File: src/rtl/attack_pkg.sv
// rtl/attack_pkg.sv - shared encodings, widths and default timing for attack_fsm
package attack_pkg;

  // Damage width matches the health-management datapath.
  localparam int DMG_W  = 9;
  localparam int CNT_W  = 8;
  localparam int ANIM_W = 3;

  // anim_state layout: {is_heavy, phase[1:0]}
  localparam int ANIM_HEAVY_BIT = 2;

  localparam logic [1:0] PH_IDLE     = 2'b00;
  localparam logic [1:0] PH_STARTUP  = 2'b01;
  localparam logic [1:0] PH_ACTIVE   = 2'b10;
  localparam logic [1:0] PH_RECOVERY = 2'b11;

  // State values equal the phase code so the sprite phase is the state itself.
  typedef enum logic [1:0] {
    ST_IDLE     = PH_IDLE,
    ST_STARTUP  = PH_STARTUP,
    ST_ACTIVE   = PH_ACTIVE,
    ST_RECOVERY = PH_RECOVERY
  } state_e;

  localparam int DEF_LIGHT_STARTUP  = 2;
  localparam int DEF_LIGHT_ACTIVE   = 2;
  localparam int DEF_LIGHT_RECOVERY = 3;
  localparam int DEF_LIGHT_DAMAGE   = 10;
  localparam int DEF_HEAVY_STARTUP  = 4;
  localparam int DEF_HEAVY_ACTIVE   = 3;
  localparam int DEF_HEAVY_RECOVERY = 6;
  localparam int DEF_HEAVY_DAMAGE   = 25;
  localparam int DEF_COMBO_BONUS    = 5;

  // A phase of N frames counts N-1 down to 0.
  function automatic logic [CNT_W-1:0] frame_load(input int frames);
    return CNT_W'(frames - 1);
  endfunction

  function automatic logic [ANIM_W-1:0] pack_anim(input logic is_heavy, input logic [1:0] phase);
    return {is_heavy, phase};
  endfunction

endpackage

File: src/rtl/attack_fsm_rise_detect.sv
// rtl/attack_fsm_rise_detect.sv - 1-bit rising-edge detector, prev presets to 1 in reset
module rise_detect (
  input  logic clk,
  input  logic reset_n,
  input  logic din,
  output logic rise
);

  logic prev_q;
  logic prev_d;

  // Next previous-value is simply the current input.
  always_comb begin
    prev_d = din;
  end

  // Preset to 1 so a level held through reset is not seen as a new press.
  always_ff @(posedge clk) begin
    if (!reset_n) begin
      prev_q <= 1'b1;
    end else begin
      prev_q <= prev_d;
    end
  end

  assign rise = din & ~prev_q;

endmodule

File: src/rtl/attack_fsm.sv
// rtl/attack_fsm.sv - per-player attack sequencer (optional chaining: ATTACK_FSM_COMBO_EN)
module attack_fsm
  import attack_pkg::*;
#(
  parameter int LIGHT_STARTUP  = DEF_LIGHT_STARTUP,
  parameter int LIGHT_ACTIVE   = DEF_LIGHT_ACTIVE,
  parameter int LIGHT_RECOVERY = DEF_LIGHT_RECOVERY,
  parameter int LIGHT_DAMAGE   = DEF_LIGHT_DAMAGE,
  parameter int HEAVY_STARTUP  = DEF_HEAVY_STARTUP,
  parameter int HEAVY_ACTIVE   = DEF_HEAVY_ACTIVE,
  parameter int HEAVY_RECOVERY = DEF_HEAVY_RECOVERY,
  parameter int HEAVY_DAMAGE   = DEF_HEAVY_DAMAGE,
  parameter int COMBO_BONUS    = DEF_COMBO_BONUS
) (
  input  logic             clk,
  input  logic             reset_n,
  input  logic             btn_light,
  input  logic             btn_heavy,
  input  logic             in_range,
  input  logic             stunned,
  output logic             hit_valid,
  output logic [DMG_W-1:0] hit_damage,
  output logic [2:0]       anim_state,
  output logic             busy,
  output logic [1:0]       combo_level
);

  logic rise_light;
  logic rise_heavy;

  rise_detect u_rise_light (
    .clk     (clk),
    .reset_n (reset_n),
    .din     (btn_light),
    .rise    (rise_light)
  );

  rise_detect u_rise_heavy (
    .clk     (clk),
    .reset_n (reset_n),
    .din     (btn_heavy),
    .rise    (rise_heavy)
  );

  state_e             state_q, state_d;
  logic [CNT_W-1:0]   cnt_q, cnt_d;
  logic               is_heavy_q, is_heavy_d;
  logic               hit_done_q, hit_done_d;
  logic               hit_valid_q, hit_valid_d;
  logic [DMG_W-1:0]   hit_damage_q, hit_damage_d;
  logic [ANIM_W-1:0]  anim_q, anim_d;
  logic               busy_q, busy_d;
  logic [1:0]         combo_lvl;
  logic [DMG_W-1:0]   light_dmg;

`ifdef ATTACK_FSM_COMBO_EN
  logic [1:0] combo_q, combo_d;
  assign combo_lvl = combo_q;
`else
  assign combo_lvl = 2'b00;
`endif

  // Light damage grows with the chain step; with chaining off the step is always 0.
  assign light_dmg = DMG_W'(LIGHT_DAMAGE) + DMG_W'(combo_lvl) * DMG_W'(COMBO_BONUS);

  // Next state, frame counter, hit pulse and registered sprite/busy outputs.
  always_comb begin
    state_d      = state_q;
    cnt_d        = cnt_q;
    is_heavy_d   = is_heavy_q;
    hit_done_d   = hit_done_q;
    hit_valid_d  = 1'b0;
    hit_damage_d = '0;
`ifdef ATTACK_FSM_COMBO_EN
    combo_d      = combo_q;
`endif

    // One hit per attack, only while the hitbox is live.
    if (state_q == ST_ACTIVE && in_range && !hit_done_q) begin
      hit_valid_d  = 1'b1;
      hit_damage_d = is_heavy_q ? DMG_W'(HEAVY_DAMAGE) : light_dmg;
      hit_done_d   = 1'b1;
    end

    case (state_q)
      ST_IDLE: begin
        if (rise_heavy) begin
          state_d    = ST_STARTUP;
          is_heavy_d = 1'b1;
          cnt_d      = frame_load(HEAVY_STARTUP);
          hit_done_d = 1'b0;
        end else if (rise_light) begin
          state_d    = ST_STARTUP;
          is_heavy_d = 1'b0;
          cnt_d      = frame_load(LIGHT_STARTUP);
          hit_done_d = 1'b0;
        end
      end

      ST_STARTUP: begin
        if (cnt_q == '0) begin
          state_d = ST_ACTIVE;
          cnt_d   = is_heavy_q ? frame_load(HEAVY_ACTIVE) : frame_load(LIGHT_ACTIVE);
        end else begin
          cnt_d = cnt_q - CNT_W'(1);
        end
      end

      ST_ACTIVE: begin
        if (cnt_q == '0) begin
          state_d = ST_RECOVERY;
          cnt_d   = is_heavy_q ? frame_load(HEAVY_RECOVERY) : frame_load(LIGHT_RECOVERY);
        end else begin
          cnt_d = cnt_q - CNT_W'(1);
        end
      end

      ST_RECOVERY: begin
`ifdef ATTACK_FSM_COMBO_EN
        if (rise_light && !is_heavy_q && combo_q < 2'd2) begin
          state_d    = ST_STARTUP;
          cnt_d      = frame_load(LIGHT_STARTUP);
          hit_done_d = 1'b0;
          combo_d    = combo_q + 2'd1;
        end else
`endif
        if (cnt_q == '0) begin
          state_d    = ST_IDLE;
          cnt_d      = '0;
          is_heavy_d = 1'b0;
`ifdef ATTACK_FSM_COMBO_EN
          combo_d    = 2'd0;
`endif
        end else begin
          cnt_d = cnt_q - CNT_W'(1);
        end
      end

      default: begin
        state_d = ST_IDLE;
        cnt_d   = '0;
      end
    endcase

    // Being hit cancels everything, including a hit landing this same frame.
    if (stunned) begin
      state_d      = ST_IDLE;
      cnt_d        = '0;
      is_heavy_d   = 1'b0;
      hit_valid_d  = 1'b0;
      hit_damage_d = '0;
`ifdef ATTACK_FSM_COMBO_EN
      combo_d      = 2'd0;
`endif
    end

    anim_d = (state_d == ST_IDLE) ? pack_anim(1'b0, PH_IDLE) : pack_anim(is_heavy_d, state_d);
    busy_d = (state_d != ST_IDLE);
  end

  // State and output registers.
  always_ff @(posedge clk) begin
    if (!reset_n) begin
      state_q      <= ST_IDLE;
      cnt_q        <= '0;
      is_heavy_q   <= 1'b0;
      hit_done_q   <= 1'b0;
      hit_valid_q  <= 1'b0;
      hit_damage_q <= '0;
      anim_q       <= '0;
      busy_q       <= 1'b0;
    end else begin
      state_q      <= state_d;
      cnt_q        <= cnt_d;
      is_heavy_q   <= is_heavy_d;
      hit_done_q   <= hit_done_d;
      hit_valid_q  <= hit_valid_d;
      hit_damage_q <= hit_damage_d;
      anim_q       <= anim_d;
      busy_q       <= busy_d;
    end
  end

`ifdef ATTACK_FSM_COMBO_EN
  // Chain step register.
  always_ff @(posedge clk) begin
    if (!reset_n) begin
      combo_q <= 2'd0;
    end else begin
      combo_q <= combo_d;
    end
  end
`endif

  assign hit_valid   = hit_valid_q;
  assign hit_damage  = hit_damage_q;
  assign anim_state  = anim_q;
  assign busy        = busy_q;
  assign combo_level = combo_lvl;

endmodule

File: config.mk
export PLATFORM = sky130hd
export DESIGN_NAME = attack_fsm
export DESIGN_NICKNAME = d
export VERILOG_FILES = /design/src/rtl/attack_pkg.sv /design/src/rtl/attack_fsm_rise_detect.sv /design/src/rtl/attack_fsm.sv
export SDC_FILE = /design/constraint.sdc
export NUM_CORES = 1
export LEC_CHECK = 0
export CAP_MARGIN = 20
export CORE_MARGIN = 2
export CORE_UTILIZATION = 38
export DETAILED_ROUTE_END_ITERATION = 7
export PLACE_DENSITY_LB_ADDON = 0.05
export SETUP_SLACK_MARGIN = 0.5
export SLEW_MARGIN = 5
export SYNTH_ARGS = -nofsm -noshare
export SYNTH_HDL_FRONTEND = slang
export SYNTH_SLANG_ARGS = --single-unit
File: constraint.sdc
create_clock -name clk -period 2.4 [get_ports clk]
set_input_delay 0.48 -clock clk [delete_from_list [all_inputs] [get_ports clk]]
set_output_delay 0.48 -clock clk [all_outputs]
set_load 0.01 [all_outputs]
==> impl_metrics.yaml <==
flow_run:
  maxCapViolations: 0
setup_path:
  critPathMaxFanout: 4
  crit_start: "cnt_q[0]$_SDFFE_PP0P_"
  cp-end-kind: "register"
  crit_chain: "inv_4 -> ha_4 -> nor3b_4 -> buf_6 -> a21oi_2 -> o31a_1 -> nor4_2 -> nor2_1"
  crit_buf_inv: 2
  cp-start-kind: "register"
  crit_path_max_incr_delay_ns: 0.39
  required_ns: 2.62
  crit_family: "simple AND/OR/NAND/NOR gates"
  r2r_start: "cnt_q[0]$_SDFFE_PP0P_"
  crit_slowest_cell: "dfxtp_4"
  crit_type: "reg2reg"
  cp.arrival_ns: 2.11
floorplan:
  ios: 22
  fp.dieW_um: 58.47
  rows: 19
  core_sq_um: 2781
  die_area_sq_um: 3418
  initial_core_util: 0.4053
  die_h_um: 58.47
layout:
  syn_to_final_growth_pct: 26.30
  layout-drive-gt1-share: 0.2000
  post-route-util: 0.5119
  stdcell_area_sq_um: 1424
  fin_nets: 163
  antennaDiodeCount: 0
global_routing:
  grt_max_degree: 14
  grt_antenna_before_repair: 0
  global_route.overflow_total: 0
  grt_pass1_wl_um: 3767
  grt_usage: 0.1457
  first_global_vias: 833
timing:
  finalClockSkew_ns: 0.002688
  timing.final.crit_share: 0.7865
  finalSetupViolations: 0
  tns_ns: 0
  fmax_mhz: 529.8
  drv_slew: 0
  min_period_ns: 1.887
  rsz0062_at_grt: "yes"
  hold_viol: 0
routing:
  drc_errors: 0
  wl_met3_um: 97
  top_layer_used: "met4"
  antenna_left: 0
  wl_met2_um: 1145
  vias: 914
  met1Wirelength_um: 1100
  wirelength_um: 2363
  wl_per_cell_um: 13.06
  vias_per_cell: 5.050
  first_pass_iters: 6
  drtIter0Drc: 13
clock_network:
  htreeDepth: 1
  clock_sinks: 22
  clkTransAtPathRegs_ns: 0.13
  cts_tree: "yes"
  cts_buffers: 3
  clockBufferDepth: 2
  root_buffer: "clkbuf_4"
  clkLatencyLatePin_ns: 0.32
yosys:
  synth_seq_cells: 22
  synth_top_flop_cell: "dfxtp_1"
  yosys_warnings: 0
  ys_async_sr_fraction: 0
  syn_inst: 128
  synth_top_area_share: 0.3907
  yosys.area.top_type: "dfxtp_1"
  synth.area.top_cells: "dfxtp_1, ha_1, nor2_1"
  synth_seq_area_share: 0.3907
  synth_cell_types: 36
  synth_area_sq_um: 1127
  synth.avg_cell_area_sq_um: 8.807
  synth_edf_count: 0
placed_design:
  dpl_cell_area_sq_um: 1266
  gp_congestion: 0.7810
  dpl.hpwl_um: 1610
  io_buffers: 14
power_and_ir_drop:
  p_per_area_nw_per_um2: 563.1
  ir_drop_mv: 0.3010
  p_leak_nw: 0.5321
min_path:
  hp-class: "reg2reg"
  hp-start: "cnt_q[6]$_SDFFE_PP0P_"
run_status:
  status: "finished clean"
[metal layers]
layer,track usage,up-vias
met5,0,-
met4,0.04983,0
met2,0.2472,20
met1,0.1828,421
li1,-,471
met3,0.03077,2
[where the power goes]
group	switching (mW)	internal, mW
Sequential	0.00836	0.373
Combinational	0.0660	0.0589
Clock	0.126	0.169
[kinds of logic (layout without fill, tap and decap cells)]
kind of cell	Yosys count	after routing	share of synthesized area
flops	22	22	0.3907
fa+ha+maj	6	6	0.06659
xor+xnor	4	4	0.03108
simple gates	54	54	0.2719
compound gates	24	24	0.1509
other cells	1	7	0.003326
buf+inv	17	33	0.08547
[layout make-up]
cell class | instances | area (sq um)
Fill cell | 262 | 1358
Multi-Input combinational cell | 95 | 648.1
Sequential cell | 22 | 444.2
Timing Repair Buffer | 24 | 219.0
Tap cell | 31 | 38.79
Clock inverter | 1 | 30.03
Clock buffer | 3 | 22.52
Inverter | 5 | 21.27
[worst paths after layout]
kind	end	slack, ns	depth (start not counted)
min reg2reg	cnt_q[6]$_SDFFE_PP0P_	0.53	2
min	cnt_q[6]$_SDFFE_PP0P_	0.53	2
max	busy$_SDFF_PN0_	0.51	8
max reg2reg	busy$_SDFF_PN0_	0.51	8
[worst min-delay path, cell delays in order (launching register included)]
cell     delay, ns
dfxtp_1       0.36
o21ai_0       0.08
a21oi_1       0.06
[Yosys cell counts, drive strengths merged, types with 2 or more instances]
| cell | number |
|---|---|
| a31oi | 6 |
| nor2b | 3 |
| nand2 | 6 |
| o21ai | 4 |
| nor4 | 5 |
| nor3b | 2 |
| dfxtp | 22 |
| nand3b | 2 |
| clkbuf | 2 |
| inv | 5 |
| nor3 | 7 |
| nor2 | 17 |
| xor2 | 2 |
| ha | 6 |
| or3 | 2 |
| nand2b | 6 |
| buf | 10 |
| xnor2 | 2 |
| a2111o | 2 |
| a21oi | 5 |
[placed cells by master, fill, tap and decap left out, drive strengths merged, types with 4 or more instances in the layout]
cell type	instances
dfxtp	22
nor2	17
clkdlybuf4s50	14
buf	10
nor3	7
conb	7
nand2b	6
a31oi	6
nand2	6
ha	6
a21oi	5
inv	5
nor4	5
o21ai	4
[metrics by stage]
step | power, mW | std cells | hold slack (ns) | setup WS (ns)
floorplan | 0.4676 | 134 | 0.4693 | 0.5630
global placement | 0.4877 | 169 | 0.4970 | 0.2032
detailed placement | 0.4881 | 169 | 0.5025 | 0.1602
CTS | 0.7950 | 178 | 0.5239 | 0.4877
global route | 0.8332 | 181 | 0.5472 | 0.4105
finish | 0.8018 | 181 | 0.5264 | 0.5125
[flip-flops by register name, summed over array words and instances (netlist names)]
name                 count
anim_state               3
busy                     1
cnt_q                    8
hit_damage               3
hit_done_q               1
hit_valid                1
is_heavy_q               1
state_q                  2
u_rise_heavy.prev_q      1
u_rise_light.prev_q      1
[repair_timing]
item | CTS | global route
setup buffers | 5 | 3
pin swaps | 1 | 5
resized for setup | 2 | 12
hold buffers | 0 | 0
endpoints found under the setup margin | 3 | 11
(Power assumes the default switching activity.)
